$ cat config.mk
export PLATFORM = sky130hd
export DESIGN_NAME = aes_mixcol_seq
export DESIGN_NICKNAME = d
export VERILOG_FILES = /design/src/rtl/aes_mixcol_seq.sv
export SDC_FILE = /design/constraint.sdc
export NUM_CORES = 1
export LEC_CHECK = 0
export CAP_MARGIN = 15
export CORE_MARGIN = 2
export CORE_UTILIZATION = 30
export DETAILED_ROUTE_END_ITERATION = 8
export HOLD_SLACK_MARGIN = 0.05
export SLEW_MARGIN = 20
export SYNTH_ARGS = -nofsm -noshare
export SYNTH_HDL_FRONTEND = slang
export SYNTH_SLANG_ARGS = --single-unit
$ cat constraint.sdc
create_clock -name clk -period 2.4 [get_ports clk]
set_input_delay 0.24 -clock clk [delete_from_list [all_inputs] [get_ports clk]]
set_output_delay 0.24 -clock clk [all_outputs]
set_load 0.1 [all_outputs]
$ cat src/rtl/aes_mixcol_seq.sv
// aes_mixcol_seq: applies AES MixColumns to a 128-bit state, one 32-bit column
// per cycle. The columns are fetched through an external 4:1 word mux that
// word_sel drives.
// Optional feature: define AES_MIXCOL_INV_EN to build the InvMixColumns
// datapath. The latched inv input selects it. Without the macro the inv input
// is ignored and only the forward transform exists.
module aes_mixcol_seq (
   input  logic         clk,
   input  logic         reset,
   input  logic         start,
   input  logic         inv,
   output logic         in_ready,
   output logic [1:0]   word_sel,
   input  logic [31:0]  word_in,
   output logic [127:0] result,
   output logic         out_valid,
   input  logic         out_ready
);

   typedef enum logic [1:0] {IDLE, RUN, DONE} state_t;

   state_t         state_q, state_d;
   logic [1:0]     cnt_q, cnt_d;
   logic [127:0]   result_q, result_d;
   logic [31:0]    col_t;

   // Multiply by x (02) in GF(2^8) modulo x^8+x^4+x^3+x+1.
   function automatic logic [7:0] xt(input logic [7:0] b);
      xt = {b[6:0], 1'b0} ^ (b[7] ? 8'h1b : 8'h00);
   endfunction

   // Forward MixColumns on one column. Row 0 is in bits [31:24].
   function automatic logic [31:0] mix_fwd(input logic [31:0] c);
      logic [7:0] a0, a1, a2, a3;
      a0 = c[31:24]; a1 = c[23:16]; a2 = c[15:8]; a3 = c[7:0];
      mix_fwd[31:24] = xt(a0) ^ (xt(a1) ^ a1) ^ a2 ^ a3;
      mix_fwd[23:16] = a0 ^ xt(a1) ^ (xt(a2) ^ a2) ^ a3;
      mix_fwd[15:8]  = a0 ^ a1 ^ xt(a2) ^ (xt(a3) ^ a3);
      mix_fwd[7:0]   = (xt(a0) ^ a0) ^ a1 ^ a2 ^ xt(a3);
   endfunction

`ifdef AES_MIXCOL_INV_EN
   logic inv_q, inv_d;

   // Inverse MixColumns on one column. The coefficients 0e/0b/0d/09 are built
   // from repeated doublings.
   function automatic logic [31:0] mix_inv(input logic [31:0] c);
      logic [7:0] a [4];
      logic [7:0] m9 [4], mb [4], md [4], me [4];
      logic [7:0] x2, x4, x8;
      a[0] = c[31:24]; a[1] = c[23:16]; a[2] = c[15:8]; a[3] = c[7:0];
      for (int i = 0; i < 4; i++) begin
         x2 = xt(a[i]);
         x4 = xt(x2);
         x8 = xt(x4);
         m9[i] = x8 ^ a[i];
         mb[i] = x8 ^ x2 ^ a[i];
         md[i] = x8 ^ x4 ^ a[i];
         me[i] = x8 ^ x4 ^ x2;
      end
      mix_inv[31:24] = me[0] ^ mb[1] ^ md[2] ^ m9[3];
      mix_inv[23:16] = m9[0] ^ me[1] ^ mb[2] ^ md[3];
      mix_inv[15:8]  = md[0] ^ m9[1] ^ me[2] ^ mb[3];
      mix_inv[7:0]   = mb[0] ^ md[1] ^ m9[2] ^ me[3];
   endfunction

   // The column transform is chosen by the direction latched at accept time.
   always_comb begin
      col_t = inv_q ? mix_inv(word_in) : mix_fwd(word_in);
   end
`else
   logic unused_inv;
   assign unused_inv = inv;

   // Forward-only build: every column goes through MixColumns.
   always_comb begin
      col_t = mix_fwd(word_in);
   end
`endif

   // Next-state logic. The column counter walks 0..3 in RUN with no stalls,
   // and each transformed column lands straight in the result register.
   always_comb begin
      state_d  = state_q;
      cnt_d    = cnt_q;
      result_d = result_q;
`ifdef AES_MIXCOL_INV_EN
      inv_d    = inv_q;
`endif
      case (state_q)
         IDLE: begin
            if (start) begin
               state_d = RUN;
               cnt_d   = 2'd0;
`ifdef AES_MIXCOL_INV_EN
               inv_d   = inv;
`endif
            end
         end
         RUN: begin
            case (cnt_q)
               2'd0:    result_d[127:96] = col_t;
               2'd1:    result_d[95:64]  = col_t;
               2'd2:    result_d[63:32]  = col_t;
               default: result_d[31:0]   = col_t;
            endcase
            cnt_d = cnt_q + 2'd1;
            if (cnt_q == 2'd3) begin
               state_d = DONE;
            end
         end
         DONE: begin
            if (out_ready) begin
               state_d = IDLE;
            end
         end
         default: state_d = IDLE;
      endcase
   end

   // State register. Reset overrides everything and drops any partial block.
   always_ff @(posedge clk) begin
      if (reset) begin
         state_q  <= IDLE;
         cnt_q    <= 2'd0;
         result_q <= 128'h0;
`ifdef AES_MIXCOL_INV_EN
         inv_q    <= 1'b0;
`endif
      end else begin
         state_q  <= state_d;
         cnt_q    <= cnt_d;
         result_q <= result_d;
`ifdef AES_MIXCOL_INV_EN
         inv_q    <= inv_d;
`endif
      end
   end

   // Outputs decode directly from registered state. word_sel rests at column 0.
   always_comb begin
      in_ready  = (state_q == IDLE);
      out_valid = (state_q == DONE);
      word_sel  = (state_q == RUN) ? cnt_q : 2'b00;
      result    = result_q;
   end

endmodule
After elaboration in Yosys (flattened, before gate mapping)
Index checks and enable logic that the tools add are counted.
{"block": "totals", "latch_bits": 0, "reg_bits": 132, "mem_bits_rw": 0, "mem_count": 0, "rom_bits": 0, "input_bits": 37}
{"block": "classes", "n_lt_le_gt_ge": 0, "reduce_logical": 10, "add_sub_neg": 1, "muxes": 11, "eq_ne": 8, "n_bitwise": 21, "multipliers": 0, "n_div": 0, "n_shift": 0}
{"cell": "$xor A8 B8 Y8", "n": 16}
{"cell": "$xor A8 B5 Y8", "n": 4}
{"cell": "$mux W5", "n": 4}
{"cell": "$mux W2", "n": 5}
{"cell": "$reduce_and A2 Y1", "n": 5}
{"cell": "$eq A2 B2 Y1 const B", "n": 3}
{"cell": "$pmux W2 S3", "n": 1}
{"cell": "$eq A2 B1 Y1 const B", "n": 2}
{"cell": "$logic_not A2 Y1", "n": 2}
{"cell": "$ne A2 B2 Y1 const B", "n": 2}
{"cell": "$pmux W2 S2", "n": 1}
{"cell": "$reduce_and A3 Y1", "n": 1}
{"cell": "$reduce_or A3 Y1", "n": 1}
{"cell": "$add A2 B1 Y2 const B", "n": 1}
{"cell": "$ne A2 B1 Y1 const B", "n": 1}
{"cell": "$reduce_bool A2 Y1", "n": 1}
{"cell": "$not A1 Y1", "n": 1}

Depth between registers and ports, before layout
{"block": "depth", "depth_word": 6, "ltp_mapped": 6, "depth_no_buf": 4}

Least setup slack after synthesis
OpenSTA, ideal clock, no wires.
{"block": "synth_timing", "kind": "register -> register", "startpoint": "register state_q[1]", "endpoint": "register state_q[1]", "stages_incl_launch_ff": 4, "arrival_time_ns": 2.054, "setup_slack_ns": 0.273, "required_ns": 2.327, "setup_ns": 0.073, "cell_sequence": "dfxtp_1 > nor2b_1 > a22oi_1 > nor2_1"}
{"block": "synth_between", "elab_chain_cells": 3, "word_cells_on_any_way": 8}
{"item": "start: declaration", "line_no": "22", "rtl": "state_t state_q, state_d;"}
{"item": "start signal: assignment", "line_no": "131", "rtl": "state_q <= state_d;"}
{"item": "$eq A2 B2 Y1 (*)"}
{"item": "net out_valid", "line_no": "16", "rtl": "output logic out_valid,"}
{"item": "$ne A2 B1 Y1 (no source line)"}
{"item": "$reduce_and A3 Y1 (no source line)"}
The timed path passes the listed nets; every way through them passes the cells marked *.
A chain may end at the register's enable or synchronous reset.

Worst setup path after layout
{"block": "layout_timing", "startpoint": "register state_q[0]", "endpoint": "register result_q[21], in the netlist result[21]"}
{"block": "layout_between", "elab_chain_cells": 2}
{"item": "$eq A2 B1 Y1", "line_no": "90", "rtl": "case (state_q)"}
{"item": "$reduce_and A2 Y1 (no source line)"}
{"item": "end signal: assignment", "line_no": "133", "rtl": "result_q <= result_d;"}
{"item": "end: declaration", "line_no": "24", "rtl": "logic [127:0] result_q, result_d;"}
No other way between the ends.

==> run metrics <==
status=complete, no violations; Static Leak=3.62 nW; DIE AREA=slightly below 20000 um2; sw frac=0.324; leading area contributor after synthesis=dfxtp_1; die width=approximately 140 um; clock sinks=approximately 130; GRT Total Usage=0.172; sequential power share=0.342; clock power share=0.405; Yosys reg bits=132; clock buffer count from CTS=17; final setup TNS=0 ns; RSZ-0062 raised after global routing=false; worst reg2reg endpoint=result[21]; CP Capture Type=flip-flop; Net Switching=~0.0022 W; non-filler instance count after layout=803; FF-to-FF setup slack=0.46 ns; Final Skew=0.00841 ns; initial antenna violation count=0; Mapped Cells=between 300 and 400; Slew Viols, Final=0; clk slew on worst S/H paths=about 0.06 ns; CTS Buffer Depth=2; Die Ht=~140 um; crit path cell chain=nor2b_1, buf_4, a21oi_4, a22o_1; first-pass GRT wire length=between 20000 and 25000 um; Tmin final=1.94 ns; per-cell routed wire length=between 20 and 25 um; synth top area cells=dfxtp_1 49%, a22o_1 21%, xnor3_1 14%; clk root buf=clkbuf_16; Overall Power=between 0.006 and 0.007 W; Least-Margin Pin Slew=between 1 and 1.5 ns; insertion delay to the later sink of the worst-skew pair=approximately 0.42 ns; post-CTS setup buffers=0; Initial Util=0.304; Layout fillers=1658; post-DP HPWL=~12000 um; vias in the first global route=~4200; crit path from=state_q[0]; Rows=49; Post-Route WL=between 15000 and 20000 um; HP Start=result[109]; syn avg cell area=~14 um2; CTS tree=built; worst flop-to-flop path startpoint=state_q[0]; core area=~18000 um2; commonest non-fill, non-tap cell in the layout=buf_4; routability cong.=between 0.8 and 0.9; mapped cell area=roughly 5400 um2; CP startpoint kind=flip-flop; global route overflow=0; P_int=0.00463 W; PwrDens=between 800 and 900 nW/um2; CP arrival=around 2.3 ns; R2R cell count=4; Routed Antenna Nets=0; Yosys warnings=0; CTS hold repair buffers=0; Slew headroom=0.274; slowest CP cell=a21oi_4; Syn Nets=438; crit-path max FO=32; max incr delay on CP=0.86 ns; fraction of layout cells with a size suffix above 1=0.324; DP Cell Count=approximately 770; largest net degree at the start of global routing=33; Fin. Hold Viols=0; Iter 0 DRT Violations=150; hold crit path type=flip-flop to flip-flop; H-tree depth=4; # port buffers=167; Critical Path End=result[21]; Netlist cell types=22; Post-CTS Resized=0; TritonRoute pass-1 iters=4; Critical Path RT=around 2.8 ns; DRC Markers=0; Final period util=0.807; critical path class=flip-flop to flip-flop; via count=3945; Nets=roughly 600; most frequent cells in the layout=142 x buf_4, 132 x dfxtp_1, 128 x a22o_1, 35 x xnor3_1, 35 x clkdlybuf4s50_1; Achievable Freq=roughly 0.52 GHz; setup violators final=0; Antenna Cells=0; share of the synthesized area in the top cell type=0.486; MaxCap Viol Count=0; Via density=between 4 and 5; Area Growth Syn to Fin=41.9%; Seq/Total Area, Yosys=0.486; Ports=roughly 170; Peak VDD IR=about 490 uV; Comb pwr share=0.253
-- Yosys cell counts --
master	n
a21oi_1	4
a22o_1	128
a22oi_1	2
and2_1	6
buf_2	30
clkbuf_1	4
dfxtp_1	132
ha_1	4
inv_1	4
mux2i_1	2
nor2_1	4
nor2b_1	2
nor3_1	1
nor3b_1	1
o21bai_1	1
xnor2_1	12
xnor2_2	4
xnor2_4	1
xnor3_1	35
xor2_1	10
xor2_2	1
xor3_1	9
-- per-layer routing --
layer  GRT usage  vias up  routed length [um]
met3      0.0539       23                1100
met1       0.214     1957                7380
met2       0.279      139                7830
met4      0.0670        0                 360
li1            -     1826                   -
met5           0        -                   0
-- metrics by stage --
| stage | setup slack [ns] | area, um2 | utilization | hold WS [ns] |
|---|---|---|---|---|
| after detailed placement | 0.0982 | 7060 | 0.394 | 0.465 |
| after CTS | 0.379 | 7690 | 0.430 | 0.480 |
| after floorplan | 0.273 | 5440 | - | 0.427 |
| after global routing | 0.372 | 7720 | 0.431 | 0.493 |
| final | 0.464 | 7720 | 0.431 | 0.479 |
| after global placement | 0.207 | 7060 | 0.394 | 0.464 |
-- cell type report --
class | count | area [um2] | share of cell area
clock buffers | 19 | 453 | 0.0587
clock inverters | 12 | 176 | 0.0229
inverters | 4 | 15.0 | 0.00195
multi-input cells | 227 | 2660 | 0.345
flip-flops and latches | 132 | 2640 | 0.342
well taps | 229 | 287 | 0.0371
repair buffers | 180 | 1480 | 0.192
-- how the worst min path moves through the flow --
| stage | end | cells past startpoint |
|---|---|---|
| after floorplan | state_q[1] | 3 |
| after global placement | result[59] | 1 |
| after detailed placement | result[101] | 1 |
| after CTS | state_q[1] | 4 |
| after global routing | result[57] | 1 |
| final | result[109] | 1 |
-- cells by family after synthesis --
kind of cell / Yosys count / synth area share
flip-flops: 132 / 0.486
adder cells (fa/ha/maj): 4 / 0.00920
AND/OR/NAND/NOR: 14 / 0.0143
XOR/XNOR: 72 / 0.240
multiplexers: 2 / 0.00368
AO/OA/AOI/OAI: 135 / 0.214
buffers and inverters: 38 / 0.0331
-- state kept, by name, summed over array words and instances, names as in the netlist --
| name | cells |
|---|---|
| result | 128 |
| cnt_q | 2 |
| state_q | 2 |
-- worst max-delay path: cells and delay by family, from the launching register on --
family,cells,cell delay [ns]
compound gates,2,1.13
flops,1,0.37
buf+inv,1,0.20
simple gates,1,0.17
-- power groups by stage --
stage	logic [W]	registers [W]	clock network, W
2_1_floorplan	0.000638	0.00301	0
3_3_place_gp	0.00172	0.00238	0
3_5_place_dp	0.00174	0.00239	0
4_1_cts	0.00175	0.00234	0.00282
5_1_grt	0.00181	0.00235	0.00291
6_report	0.00173	0.00234	0.00278
Note: power is estimated with default switching activity, not from simulation.
